`config.mk`:
```
export PLATFORM = sky130hd
export DESIGN_NAME = adventure_player
export DESIGN_NICKNAME = d
export VERILOG_FILES = /design/src/rtl/adventure_player.sv
export SDC_FILE = /design/constraint.sdc
export NUM_CORES = 1
export LEC_CHECK = 0
export CORE_UTILIZATION = 49
export DETAILED_ROUTE_END_ITERATION = 8
export PLACE_DENSITY = 0.85
export SYNTH_ARGS = -nofsm -noshare
export SYNTH_HDL_FRONTEND = slang
export SYNTH_SLANG_ARGS = --single-unit
```
`constraint.sdc`:
```
create_clock -name clk -period 2.2 [get_ports clk]
set_input_delay 0.55 -clock clk [delete_from_list [all_inputs] [get_ports clk]]
set_output_delay 0.55 -clock clk [all_outputs]
set_load 0.005 [all_outputs]
```
`src/rtl/adventure_player.sv`:
```
// adventure_player: queues moves and replays them into a game, reporting win, death or stranding
module adventure_player #(
  parameter int DEPTH = 8,
  parameter int STALL = 2
) (
  input  logic       clk,
  input  logic       reset,
  input  logic       cmd_valid,
  input  logic [1:0] cmd_dir,
  output logic       cmd_ready,
  input  logic       go,
  input  logic       win,
  input  logic       d,
  output logic       game_reset,
  output logic       n,
  output logic       s,
  output logic       e,
  output logic       w,
  output logic       busy,
  output logic       done,
  output logic       won,
  output logic       died,
  output logic [3:0] moves
);
  localparam int AW = DEPTH > 1 ? $clog2(DEPTH) : 1;
  localparam int SW = $clog2(STALL + 1) + 1;
  typedef enum logic [2:0] {IDLE, GRST, PLAY, WAIT, DONE} state_t;
  state_t state_q, state_d;
  logic [1:0] mem_q [DEPTH];
  logic [AW-1:0] wr_q, rd_q;
  logic [AW:0] cnt_q;
  logic [SW-1:0] stall_q;
  logic won_q, died_q;
  logic [3:0] moves_q;
  logic idle_like, push, start, outcome, pop;
  // next state, handshakes and combinational strobes decoded from the queue head
  always_comb begin
    idle_like = state_q == IDLE || state_q == DONE;
    cmd_ready = idle_like && cnt_q != (AW+1)'(DEPTH);
    push = cmd_valid && cmd_ready;
    start = idle_like && go && cnt_q != '0;
    outcome = (state_q == PLAY || state_q == WAIT) && (win || d);
    pop = state_q == PLAY && !win && !d;
    state_d = start ? GRST
            : state_q == GRST ? PLAY
            : outcome ? DONE
            : (pop && cnt_q == (AW+1)'(1)) ? WAIT
            : (state_q == WAIT && stall_q == SW'(STALL - 1)) ? DONE
            : state_q;
    n = pop && mem_q[rd_q] == 2'b00;
    s = pop && mem_q[rd_q] == 2'b01;
    e = pop && mem_q[rd_q] == 2'b10;
    w = pop && mem_q[rd_q] == 2'b11;
    game_reset = state_q == GRST;
    busy = state_q == GRST || state_q == PLAY || state_q == WAIT;
    done = state_q == DONE;
    won = won_q;
    died = died_q;
    moves = moves_q;
  end
  // state, queue pointers, stall timer and run results
  always_ff @(posedge clk) begin
    if (reset) begin
      state_q <= IDLE;
      wr_q <= '0;
      rd_q <= '0;
      cnt_q <= '0;
      stall_q <= '0;
      won_q <= 1'b0;
      died_q <= 1'b0;
      moves_q <= '0;
    end else begin
      state_q <= state_d;
      stall_q <= state_q == WAIT ? stall_q + SW'(1) : '0;
      if (outcome) begin
        wr_q <= '0;
        rd_q <= '0;
        cnt_q <= '0;
        won_q <= win && !d;
        died_q <= d;
      end else begin
        if (push) wr_q <= wr_q + AW'(1);
        if (pop) rd_q <= rd_q + AW'(1);
        cnt_q <= cnt_q + (AW+1)'(push) - (AW+1)'(pop);
      end
      if (start) begin
        won_q <= 1'b0;
        died_q <= 1'b0;
        moves_q <= '0;
      end else if (pop) moves_q <= moves_q + 4'd1;
    end
  end
  // move storage, written only on an accepted push
  always_ff @(posedge clk) begin
    if (push && !reset) mem_q[wr_q] <= cmd_dir;
  end
endmodule

```
==> Yosys cells after proc, flatten, opt, wreduce, memory -nomap -nowiden <==
Memories as Yosys holds them, arrays and structs flattened. A register that Yosys moved wholly into a read port is not among the register bits.
Index checks and enable logic that the tools add are counted.
{ "classes": {"addsub": 6, "mul": 0, "div": 0, "magnitude_cmp": 0, "n_eq_ne": 10, "n_shift": 0, "muxes": 9, "n_bitwise": 1, "n_reduce_logical": 33} }
{ "op_table": {"columns": ["op", "n"], "rows": [
  ["$logic_and A1 B1 Y1", 15],
  ["$mux W3", 5],
  ["$add A3 B1 Y3 const B", 3],
  ["$reduce_bool A4 Y1", 2],
  ["$eq A3 B1 Y1 const B", 2],
  ["$eq A3 B2 Y1 const B", 2],
  ["$reduce_or A2 Y1", 3],
  ["$logic_or A1 B1 Y1", 5],
  ["$reduce_bool A5 Y1", 1],
  ["$add A4 B1 Y4", 1],
  ["$add A4 B1 Y4 const B", 1],
  ["$eq A2 B2 Y1 const B", 2],
  ["$eq A4 B1 Y1 const B", 1],
  ["$ne A4 B4 Y1 const B", 1],
  ["$sub A4 B1 Y4", 1],
  ["$eq A3 B3 Y1 const B", 1],
  ["$logic_not A1 Y1", 3],
  ["$logic_not A3 Y1", 1],
  ["$mux W1", 3],
  ["$reduce_bool A3 Y1", 1],
  ["$reduce_or A3 Y1", 1],
  ["$eq A2 B1 Y1 const B", 1],
  ["$logic_not A2 Y1", 1],
  ["$mux W2", 1],
  ["$not A1 Y1", 1]
]} }
{ "totals": {"ff_bits": 22, "latchBits": 0, "mem_bits_rw": 16, "mem_bits_ro": 0, "input_bits": 8, "out_inout_bits": 14, "mem_count": 1} }
{ "mem_list": {"columns": ["name", "words", "width", "rd", "rd_clocked_by_memory_dff", "wr", "line_no", "source"], "rows": [
  ["mem_q", 8, 2, 1, 1, 1, "29", "logic [1:0] mem_q [DEPTH];"]
]} }

==> Logic depth before layout (Yosys ltp) <==
{ "logic_depth": {"depth_word": 8, "mapped_depth": 12} }

==> Least setup slack after synthesis <==
No wires, ideal clock.
{ "synth_timing": {"path_type": "register -> register", "start": "register cnt_q[2]", "end": "register cnt_q[3]", "arrival_time_ns": 2.074, "t_required_ns": 2.083, "path_slack_ns": 0.009, "path_stages_with_launch": 13, "path_buffers": 0, "synth_period_minus_slack_ns": 2.191, "path_cell_list": "dfxtp_1 > inv_1 > ha_1 > or3b_1 > and3_1 > inv_1 > ha_1 > inv_1 > ha_1 > a21o_1 > a21oi_1 > xnor2_1 > nor2_1"} }
{ "synth_between": {"elab_chain_len": 5} }
{ "synth_lines": {"columns": ["item", "line_no", "source"], "rows": [
  ["from (decl)", "31", "logic [AW:0] cnt_q;"],
  ["from (signal assigned)", "84", "cnt_q <= cnt_q + (AW+1)'(push) - (AW+1)'(pop);"],
  ["$ne A4 B4 Y1", "39", "cmd_ready = idle_like && cnt_q != (AW+1)'(DEPTH);"],
  ["$logic_and A1 B1 Y1", "39", null],
  ["$logic_and A1 B1 Y1", "40", "push = cmd_valid && cmd_ready;"],
  ["$add A4 B1 Y4 (*)", "84", null],
  ["$sub A4 B1 Y4 (*)", "84", null]
]} }
Mark *: on every way between the ends. The rest lies on a longest branch, timed or not.
A chain may end at the register's enable or synchronous reset.

==> impl_metrics.csv <==
group,metric,value,unit
synthesis,netlist_area,0.001872,mm^2
clock_tree,cts_tree,"built",
clock_tree,worstSkewPairLatency,300,ps
setup_path,rr_endpoint,"cnt_q[1]$_SDFF_PP0_",
timing,rsz0062_at_grt,"yes",
floorplanning,die_w,63.81,um
drt,drt_first_iter_violations,53,
synthesis,syn_inst,173,
timing,setup_viol,2,
setup_path,timing.rr.start,"cnt_q[2]$_SDFF_PP0_",
clock_tree,cts_made_buffers,5,
final_layout,synthToLayoutAreaGrowth,37.50,%
global_routing,grt_pass1_vias,1427,
global_routing,grt.total_usage,21.85,%
setup_path,max_stage_delay,510,ps
setup_path,worstRegToRegCells,11,
clock_tree,cts_buffer_depth,2,
setup_path,crit_end,"e",
final_layout,drive_gt1_share,34.05,%
setup_path,crit_family,"multiplexers",
final_layout,ff_latch_area,988.4,um^2
final_layout,antennaDiodeCount,0,
placement,placed_cell_area,0.002291,mm^2
synthesis,synth.distinct_cells,42,
global_routing,antenna_found_initial,0,
floorplanning,rows,22,
synthesis,netlist.area_leader.share,26.74,%
timing,fin_skew,3.707,ps
power,power_density,931.0,mW/mm^2
synthesis,yosysWarningCount,0,
synthesis,ys_top_cells_by_area,"dfxtp_1, edfxtp_1, ha_1",
setup_path,required,1650,ps
timing,fmax,436.9,MHz
clock_tree,cts_hold_buffers,0,
placement,portBuffers,21,
placement,dp_hpwl,2588,um
setup_path,cp_max_fo,3,
synthesis,seq_area_frac_synth,52.41,%
flow_run,maxCapViolations,0,
setup_path,cp-start-kind,"register",
timing,fin_hold_ws,459.9,ps
clock_tree,clk_pin_slew_worst_paths,80,ps
synthesis,async_flop_share,0,%
setup_path,arrival,1740,ps
final_layout,multi_input_area,900.9,um^2
timing,tightest_slew,409.5,ps
power,ir_drop,633.2,uV
drt,num_vias,1462,
global_routing,grt_max_degree,15,
timing,final_hold_viol_count,0,
global_routing,overflow,0,
final_layout,n_fill_cell,260,
setup_path,regToRegSetupSlack,40,ps
drt,drc,0,
synthesis,yosysMostFrequentCell,"dfxtp_1",
power,power,2.396,mW
floorplanning,io_pins,22,
synthesis,ys_seq_elements,41,
setup_path,cpMaxStageDelayCell,"mux4_2",
setup_path,timing.critical_path.depth,4,
drt,wl,3998,um
timing,final.setup.worst_slack,-88.63,ps
setup_path,endpoint_kind,"output pin",
power,p_leak,0.9994,nW
floorplanning,die_height,63.81,um
outcome,status,"finished, violations left",
final_layout,finalNetCount,251,
setup_path,crit_path_cell_trace,"mux4_2 -> mux2_4 -> and3_4 -> buf_6",
global_routing,grt_first_pass_wirelength,6479,um
clock_tree,htree_levels,2,
drt,firstDrtPassIters,4,
synthesis,syn_area_per_cell,10.82,um^2
clock_tree,clock-sinks,41,
floorplanning,fp.coreArea,0.003661,mm^2
timing,drv_slew,0,
floorplanning,start_util,51.13,%
synthesis,synthFlopType,"dfxtp_1",
synthesis,syn_nets,193,
synthesis,synth_area_leader_cell,"dfxtp_1",
placement,gp_congestion,0.8393,
outcome,violations,"setup timing",
synthesis,synth_common_cells,"dfxtp_1, nor2_1, edfxtp_1",
clock_tree,clk_root_buffer_cell,"clkbuf_8",
drt,wl_per_cell,14.28,um
final_layout,fin_area,0.002574,mm^2
timing,finalCritPeriodShare,104.0,%
setup_path,critical_path_class,"reg -> out",
timing,finalCriticalPeriod,2289,ps
drt,antenna_left,0,
drt,viasPerCell,5.221,
floorplanning,die_area,0.004071,mm^2
setup_path,cp_num_buf_inv,1,
timing,maxSlewHeadroom,72.64,%
placement,place_ws,-585.8,ps
synthesis,synth_edf_count,16,
hold_path,hold_path_class,"reg -> reg",
==> cells by family after synthesis <==
| family | synth area share, % |
|---|---|
| flip-flops | 52.41 |
| multiplexers | 5.882 |
| AND/OR/NAND/NOR | 19.12 |
| AO/OA/AOI/OAI | 6.016 |
| XOR/XNOR | 4.211 |
| adder cells (fa/ha/maj) | 8.422 |
| buffers and inverters | 3.943 |
==> sequential cells by signal, indices dropped and copies added, names as in the netlist, named ones only <==
name / flops
rd_q: 3
cnt_q: 4
moves: 4
state_q: 3
won: 1
mem_q: 16
stall_q: 3
wr_q: 3
died: 1
==> worst min-delay path by stage <==
| stage | from | end | cells after the start |
|---|---|---|---|
| 6_report | stall_q[0]$_SDFF_PP0_ | stall_q[0]$_SDFF_PP0_ | 1 |
| 5_1_grt | stall_q[0]$_SDFF_PP0_ | stall_q[0]$_SDFF_PP0_ | 1 |
| 4_1_cts | stall_q[0]$_SDFF_PP0_ | stall_q[0]$_SDFF_PP0_ | 1 |
| 3_5_place_dp | stall_q[0]$_SDFF_PP0_ | stall_q[0]$_SDFF_PP0_ | 1 |
| 3_3_place_gp | stall_q[0]$_SDFF_PP0_ | stall_q[0]$_SDFF_PP0_ | 1 |
| 2_1_floorplan | stall_q[0]$_SDFF_PP0_ | stall_q[0]$_SDFF_PP0_ | 1 |
==> placed cells by master (no fill, tap or decap), drive strengths merged, types with 5 or more instances in the layout <==
cell type	count
inv	13
mux2i	5
xnor2	5
clkdlybuf4s50	13
dfxtp	25
ha	11
clkbuf	8
nor4b	5
nor2	22
edfxtp	16
a21oi	9
nand2	15
nand3	6
buf	39
==> metal layers <==
| layer | up-vias | global-route usage, % | part of all wire [%] |
|---|---|---|---|
| met3 | 10 | 6.429 | 3.8 |
| met5 | - | 0 | 0 |
| met2 | 33 | 36.70 | 52 |
| met4 | 0 | 9.943 | 2.8 |
| met1 | 701 | 25.61 | 42 |
| li1 | 718 | - | - |
==> area by class of cell <==
class                           instances  share of cell area, %
Sequential cell                        41                  38.41
Clock buffer                            6                  3.646
Clock inverter                          2                  1.507
Inverter                               13                  2.042
Timing Repair Buffer                   55                  17.06
Tap cell                               48                  2.333
Multi-Input combinational cell        115                  35.00
==> stage by stage <==
step / TNS, ps / utilization (%) / instances
2_1_floorplan: 0 / - / 173
3_3_place_gp: -3667 / 62.58 / 261
3_5_place_dp: -4042 / 62.58 / 261
4_1_cts: -161.4 / 69.17 / 279
5_1_grt: -449.7 / 70.30 / 280
6_report: -140.0 / 70.30 / 280
==> power breakdown <==
part	total, mW	internal (mW)	switching [mW]
Combinational	0.787	0.418	0.369
Sequential	0.916	0.857	0.0597
Clock	0.693	0.411	0.282
Total	2.40	1.69	0.711
==> repair_timing <==
item	in CTS	in global routing
endpoints found under the setup margin	9	19
setup buffers	10	1
pin swaps	10	7
resized for setup	43	13
Power figures use the tool's default switching activity.
